<file path="src/rtl/ifu_pkg.sv">
// Shared constants for the fetch/decode boundary: bubble instruction and
// the occupancy states of the IF->ID skid stage.
package ifu_pkg;

  localparam logic [31:0] NOP = 32'h0000_0013;

  typedef enum logic [1:0] {
    ST_EMPTY = 2'd0,
    ST_FULL  = 2'd1,
    ST_SKID  = 2'd2
  } state_e;

endpackage

</file>
<file path="src/rtl/skid_slot.sv">
// One {instruction, address} holding register with load enable and a
// synchronous clear back to the bubble values (clear wins over load).
module skid_slot
  import ifu_pkg::*;
#(
  parameter int                INS_W    = 32,
  parameter int                ADDR_W   = 32,
  parameter logic [INS_W-1:0]  NOP_VAL  = INS_W'(NOP),
  parameter logic [ADDR_W-1:0] ADDR_RST = '0
) (
  input  logic              clk,
  input  logic              clr,
  input  logic              load,
  input  logic [INS_W-1:0]  d_ins,
  input  logic [ADDR_W-1:0] d_addr,
  output logic [INS_W-1:0]  q_ins,
  output logic [ADDR_W-1:0] q_addr
);

  logic [INS_W-1:0]  ins_q, ins_d;
  logic [ADDR_W-1:0] addr_q, addr_d;

  always_comb begin
    ins_d  = ins_q;
    addr_d = addr_q;
    if (clr) begin
      ins_d  = NOP_VAL;
      addr_d = ADDR_RST;
    end else if (load) begin
      ins_d  = d_ins;
      addr_d = d_addr;
    end
  end

  always_ff @(posedge clk) begin
    ins_q  <= ins_d;
    addr_q <= addr_d;
  end

  assign q_ins  = ins_q;
  assign q_addr = addr_q;

endmodule

</file>
<file path="src/rtl/if_id_skid.sv">
// IF->ID pipeline register with a registered in_ready and a second (skid)
// slot that absorbs the word arriving in the cycle decode first stalls.
module if_id_skid
  import ifu_pkg::*;
#(
  parameter int                INS_W    = 32,
  parameter int                ADDR_W   = 32,
  parameter logic [INS_W-1:0]  NOP_VAL  = INS_W'(NOP),
  parameter logic [ADDR_W-1:0] ADDR_RST = '0
) (
  input  logic              clk,
  input  logic              rst,
  input  logic              flush,
  input  logic              in_valid,
  output logic              in_ready,
  input  logic [INS_W-1:0]  in_ins,
  input  logic [ADDR_W-1:0] in_addr,
  output logic              out_valid,
  input  logic              out_ready,
  output logic [INS_W-1:0]  out_ins,
  output logic [ADDR_W-1:0] out_addr
);

  state_e            state_q, state_d;
  logic              in_ready_q, in_ready_d;
  logic              main_clr, main_load, main_from_skid;
  logic              skid_clr, skid_load;
  logic [INS_W-1:0]  main_d_ins, skid_ins;
  logic [ADDR_W-1:0] main_d_addr, skid_addr;

  always_comb begin
    state_d        = state_q;
    main_clr       = 1'b0;
    main_load      = 1'b0;
    main_from_skid = 1'b0;
    skid_clr       = 1'b0;
    skid_load      = 1'b0;
    if (rst || flush) begin
      state_d  = ST_EMPTY;
      main_clr = 1'b1;
      skid_clr = 1'b1;
    end else begin
      unique case (state_q)
        ST_EMPTY: begin
          if (in_valid) begin
            main_load = 1'b1;
            state_d   = ST_FULL;
          end
        end
        ST_FULL: begin
          if (out_ready) begin
            // main must fall back to the bubble when it drains empty
            if (in_valid) main_load = 1'b1;
            else begin
              main_clr = 1'b1;
              state_d  = ST_EMPTY;
            end
          end else if (in_valid) begin
            skid_load = 1'b1;
            state_d   = ST_SKID;
          end
        end
        ST_SKID: begin
          if (out_ready) begin
            main_load      = 1'b1;
            main_from_skid = 1'b1;
            skid_clr       = 1'b1;
            state_d        = ST_FULL;
          end
        end
        default: begin
          state_d  = ST_EMPTY;
          main_clr = 1'b1;
          skid_clr = 1'b1;
        end
      endcase
    end
    in_ready_d = (state_d != ST_SKID);
  end

  always_ff @(posedge clk) begin
    if (rst) begin
      state_q    <= ST_EMPTY;
      in_ready_q <= 1'b1;
    end else begin
      state_q    <= state_d;
      in_ready_q <= in_ready_d;
    end
  end

  assign main_d_ins  = main_from_skid ? skid_ins  : in_ins;
  assign main_d_addr = main_from_skid ? skid_addr : in_addr;

  skid_slot #(
    .INS_W(INS_W), .ADDR_W(ADDR_W), .NOP_VAL(NOP_VAL), .ADDR_RST(ADDR_RST)
  ) u_main (
    .clk   (clk),
    .clr   (main_clr),
    .load  (main_load),
    .d_ins (main_d_ins),
    .d_addr(main_d_addr),
    .q_ins (out_ins),
    .q_addr(out_addr)
  );

  skid_slot #(
    .INS_W(INS_W), .ADDR_W(ADDR_W), .NOP_VAL(NOP_VAL), .ADDR_RST(ADDR_RST)
  ) u_skid (
    .clk   (clk),
    .clr   (skid_clr),
    .load  (skid_load),
    .d_ins (in_ins),
    .d_addr(in_addr),
    .q_ins (skid_ins),
    .q_addr(skid_addr)
  );

  assign in_ready  = in_ready_q;
  assign out_valid = (state_q != ST_EMPTY);

endmodule

</file>
<file path="config.mk">
export PLATFORM = sky130hd
export DESIGN_NAME = if_id_skid
export DESIGN_NICKNAME = d
export VERILOG_FILES = /design/src/rtl/ifu_pkg.sv /design/src/rtl/skid_slot.sv /design/src/rtl/if_id_skid.sv
export SDC_FILE = /design/constraint.sdc
export NUM_CORES = 1
export LEC_CHECK = 0
export ABC_AREA = 1
export BUFFER_PORTS_ARGS = -buffer_cell sky130_fd_sc_hd__buf_2
export CAP_MARGIN = 15
export CORE_UTILIZATION = 56
export DETAILED_ROUTE_END_ITERATION = 7
export PLACE_DENSITY = 0.91
export SLEW_MARGIN = 15
export SYNTH_ARGS = -nofsm -noshare
export SYNTH_HDL_FRONTEND = slang
export SYNTH_HIERARCHICAL = 1
export SYNTH_SLANG_ARGS = --single-unit
</file>
<file path="constraint.sdc">
create_clock -name clk -period 3 [get_ports clk]
set_input_delay 0 -clock clk [delete_from_list [all_inputs] [get_ports clk]]
set_output_delay 0 -clock clk [all_outputs]
set_load 0.005 [all_outputs]
</file>
* Yosys cells after proc, flatten, opt, wreduce, memory -nomap -nowiden
Cells that the tools add are included.
** Storage, ports and cells
- Register bits :: 131
- Output and inout bits :: 66
- Word-level logic and storage cells :: 39
** Cells by class
- Reductions and logical operators :: 5
- Equal/unequal tests :: 3
- Muxes and demuxes :: 25
** Operators by type and width (count)
- 32-bit 2-to-1 mux :: 2
- 1-bit 2-to-1 mux :: 13
- 2-bit 2-to-1 mux :: 6
- 2-bit case mux with 3 select lines :: 1
- 1-bit case mux with 2 select lines :: 2
- 2-bit OR reduction :: 2
- 1-bit case mux with 3 select lines :: 1
- 2-bit by 1-bit equality test with 1-bit output, second input constant :: 1
- 2-bit equality test, second input constant :: 1
- 2-bit logical NOT :: 1
- 2-bit inequality test, second input constant :: 1
- 2-bit nonzero test :: 1
- 1-bit logical OR :: 1

* Logic depth before layout (Yosys ltp)
- Depth after elaboration :: 5
- Gate-level depth with buffers :: 11

* Cells and area by module
Netlist, hierarchy kept.
** By module, submodules not included
- skid_slot :: area each 2605.0 um2, sequential area each 1281.2 um2, cells an instance 400, instances 2
- if_id_skid :: area each 1027.2 um2, sequential area each 60.1 um2, cells an instance 239, instances 1

* Worst setup path after synthesis
OpenSTA, ideal clock, no wires.
- Kind :: register to register
- Start point :: reg state_q[0]
- End point :: reg u_main.addr_q[22], in the netlist u_main/q_addr[22]
- Clock period less this slack :: 1.230 ns
- Data arrival time :: 1.117 ns
- Data required time :: 2.887 ns
- Slack :: 1.770 ns
- Library setup time :: 0.113 ns
- Cell stages (with the launch flop) :: 9
- Path buffers :: 3
- Cells stage by stage :: dfxtp_1 -> inv_2 -> nand3_2 -> a21oi_1 -> buf_4 -> buf_6 -> buf_6 -> nor2_1 -> nor2_1
** On the way
- Elaborated cells between the ends (all ways) :: 11
- Classes of those cells :: eq/ne: 2; mux: 7; reduce/logical: 2
** RTL lines
- from (decl) :: RTL line if_id_skid.sv:24 : state_e state_q, state_d;
- from (signal assigned) :: RTL line if_id_skid.sv:86 : state_q <= state_d;
- 2-bit equality test (tied with other cells) :: RTL line if_id_skid.sv:43 : unique case (state_q)
- 1-bit case mux with 3 select lines * :: RTL line if_id_skid.sv:43
- 1-bit 2-to-1 mux * :: RTL line if_id_skid.sv:38 : if (rst || flush) begin
- named net main_load :: RTL line if_id_skid.sv:26 : logic main_clr, main_load, main_from_skid;
- to (signal assigned) :: RTL line skid_slot.sv:37 : addr_q <= addr_d;
- to (decl) :: RTL line skid_slot.sv:21 : logic [ADDR_W-1:0] addr_q, addr_d;
Mark *: on every way through the listed nets, which the timed path passes. The rest lies on a longest branch.
A chain may end at the register's enable or synchronous reset.

* Final worst setup path
- Start point :: in rst
- End point :: reg state_q[0]
** On the way
- Word-level cells in the longest chain between the ends :: 2
** RTL lines
- from (decl) :: RTL line if_id_skid.sv:12 : input logic rst,
- 1-bit logical OR :: RTL line if_id_skid.sv:38
- 2-bit 2-to-1 mux :: RTL line if_id_skid.sv:38
Several ways; a longest one is shown, not always the timed one.

==> flow_metrics.tcl <==
set metrics [dict create \
    clock_latency_ns 0.51 \
    clkSinkCount 131 \
    relSlewSlack_pct 49.3 \
    dieHeight_um 108 \
    cts-root-buf "clkbuf_8" \
    cts_tree "yes" \
    grt_pass1_vias 6029 \
    ys_warn_count 6 \
    crit_type "input port to flop" \
    ys_types 14 \
    yosys-top-cells-area "dfxtp_1 (42%), nand2_1 (28%), nor2_1 (15%)" \
    n_fill_cell 784 \
    cp_max_fo 2 \
    antenna_found_initial 0 \
    area_delta_synth_final_pct 31.1 \
    max_stage_delay_ns 0.60 \
    grt_max_degree 127 \
    synth_top_area_cell "dfxtp_1" \
    skew_ns 0.00826 \
    top_usage_layer "met2" \
    vdd_ir_drop_max_mv 0.549 \
    fin_crit_sh_pct 73.1 \
    slowest_stage "dlygate4sd3_1" \
    initial_core_util_pct 57.5 \
    synth-simple-area-share_pct 43.6 \
    ys_seq_elements 131 \
    synthesis.nets 1108 \
    synth-xor-area-share_pct 0 \
    num_rows 38 \
    drcViolationCount 0 \
    pin_count 135 \
    drt_iter0_drc 488 \
    run_status "completed" \
    power_uw 4400 \
    final_antenna_net_count 0 \
    final_layout_size_suffix_gt1_share_pct 14.9 \
    critical_path.cell_chain "dlygate4sd3_1 -> buf_2 -> nor2_2 -> dlygate4sd3_1 -> nand4_1 -> dlygate4sd3_1 -> nand2_1 -> dlygate4sd3_1" \
    use_met2_pct 49.5 \
    wl_per_cell_um 11.6 \
    clk_pin_slew_ns 0.06 \
    arrival_ns 2.65 \
    yosysSeqAreaShare_pct 42.0 \
    holdWs_ns 0.270 \
    rsz0062_at_grt "no" \
    gp_congestion 0.782 \
    clockBufferDepth 2 \
    cts.repair.resized 0 \
    synth_area_sq_mm 0.00624 \
    finalCriticalPeriod_ns 2.19 \
    netlist.area_leader.share_pct 42.0 \
    die_area_sq_mm 0.0116 \
    numCtsBuffers 17 \
    coreArea_sq_mm 0.0108 \
    muxShareOfSynthArea_pct 0 \
    syn_inst 1039 \
    hpwl_mm 8.26 \
    finalHoldViolations 0 \
    detail_route.wirelength_mm 15.9 \
    vias 6488 \
    nets 1285 \
    viasPerCell 4.74 \
    place_area_sq_mm 0.00683 \
    dp.cells 1267 \
    pwr_density_cell_mw_per_mm2 538 \
    grt_overflow 0 \
    grt_pass1_wl_mm 26.6 \
    startpoint_type "input port" \
    max_freq_mhz 456 \
    grt_use_met3_pct 6.48 \
    finalSetupViolCount 0 \
    synthAdderAreaFrac_pct 0 \
    met1_usage_pct 33.9 \
    fin_area_sq_mm 0.00818 \
    worstHoldPathType "input port to flop" \
    cpMostUsedCell "dlygate4sd3_1" \
    io_buffers 134 \
    slew_viol_final 0 \
    power.leakage_uw 0.00418 \
    synth_top_family_by_area "simple AND/OR/NAND/NOR gates" \
    h-tree-depth 4 \
    dieWidth_um 108 \
    track_usage_pct 29.0 \
    fin_tns_setup_ns 0 \
    syn_area_per_cell_sq_um 6.00 \
    cp-end-kind "flop" \
    postCtsSetupBuffers 0 \
    drv_cap 0 \
    crit_required_ns 3.46 \
    layout.cells.non_filler 1369 \
    n_antenna_cell 0 \
    synth_compound_area_share_pct 0.160 \
    tightest_slew_ns 0.761 \
    hold_buffers 70 \
    drt_first_pass_iters 7 \
]
## routing by layer
layer / part of all wire [%] / vias up
li1: - / 3321
met1: 41 / 2856
met2: 50 / 259
met3: 5.7 / 52
met4: 3.4 / 0
met5: 0 / -
## power breakdown
group	internal (uW)	switching (uW)	total, uW
logic	190	215	404
registers	1760	13.8	1780
clock network	1480	741	2220
total	3430	970	4400
## cells by family after synthesis
group                  Yosys count
buffers and inverters          188
DFF                            131
AOI/OAI and AO/OA                2
and+or+nand+nor                718
## cell usage in the layout, fill, tap and decap left out
| cell | netlist | layout |
|---|---|---|
| inv_1 | 130 | 130 |
| nand3_1 | 9 | 9 |
| clkinv_2 | 0 | 4 |
| dlygate4sd3_1 | 0 | 70 |
| nor2_2 | 2 | 1 |
| clkbuf_16 | 0 | 16 |
| inv_2 | 5 | 5 |
| buf_2 | 34 | 134 |
| nor2_1 | 247 | 247 |
| buf_4 | 2 | 3 |
| bufinv_16 | 0 | 4 |
| a21oi_1 | 2 | 1 |
| nand4_1 | 1 | 1 |
| dfxtp_1 | 131 | 131 |
| clkinvlp_4 | 0 | 1 |
| buf_12 | 0 | 4 |
| nand3_2 | 1 | 1 |
| clkbuf_8 | 0 | 7 |
| nor2_4 | 0 | 1 |
| nor3_2 | 0 | 1 |
| nand2_1 | 457 | 457 |
| a21oi_4 | 0 | 1 |
## critical path: cells and delay by family
| family | cells | cell delay [ns] |
|---|---|---|
| and+or+nand+nor | 3 | 0.28 |
| buffers and inverters | 5 | 2.38 |
## synth_stat cells
| master | n |
|---|---|
| nand3_2 | 1 |
| dfxtp_1 | 131 |
| inv_1 | 130 |
| buf_4 | 2 |
| a21oi_1 | 2 |
| nor3_1 | 1 |
| nand3_1 | 9 |
| nand4_1 | 1 |
| buf_6 | 17 |
| buf_2 | 34 |
| nor2_1 | 247 |
| nor2_2 | 2 |
| nand2_1 | 457 |
| inv_2 | 5 |
## per-stage QoR
stage          setup WS, ns  util [%]
6_report              0.806      75.4
3_3_place_gp           1.27      63.0
4_1_cts               0.873      75.4
3_5_place_dp           1.20      63.0
2_1_floorplan          1.77         -
5_1_grt               0.710      75.4
## sequential cells by signal, summed over array words and instances (netlist names)
name / count
in_ready: 1
state_q: 2
u_main/q_addr: 32
u_main/q_ins: 32
u_skid/q_addr: 32
u_skid/q_ins: 32
## layout make-up
class / count / area, sq um / area share [%]
inverter: 135 / 507 / 6.20
multi-input combinational: 720 / 2750 / 33.7
timing repair buffer: 211 / 1470 / 18.0
sequential: 131 / 2620 / 32.1
clock inverter: 9 / 148 / 1.81
clock buffer: 23 / 497 / 6.08
tap: 140 / 175 / 2.14
## final timing paths
path	from	to	slack, ns	cells past startpoint
setup / recovery	rst	state_q[0]	0.81	8
hold / removal	in_valid	u_skid/q_ins[27]	0.27	6
setup reg to reg	state_q[0]	u_main/q_addr[10]	1.06	11
hold reg to reg	u_main/q_ins[0]	u_main/q_ins[0]	0.46	2
No activity file was read; power rests on OpenSTA's default activity.
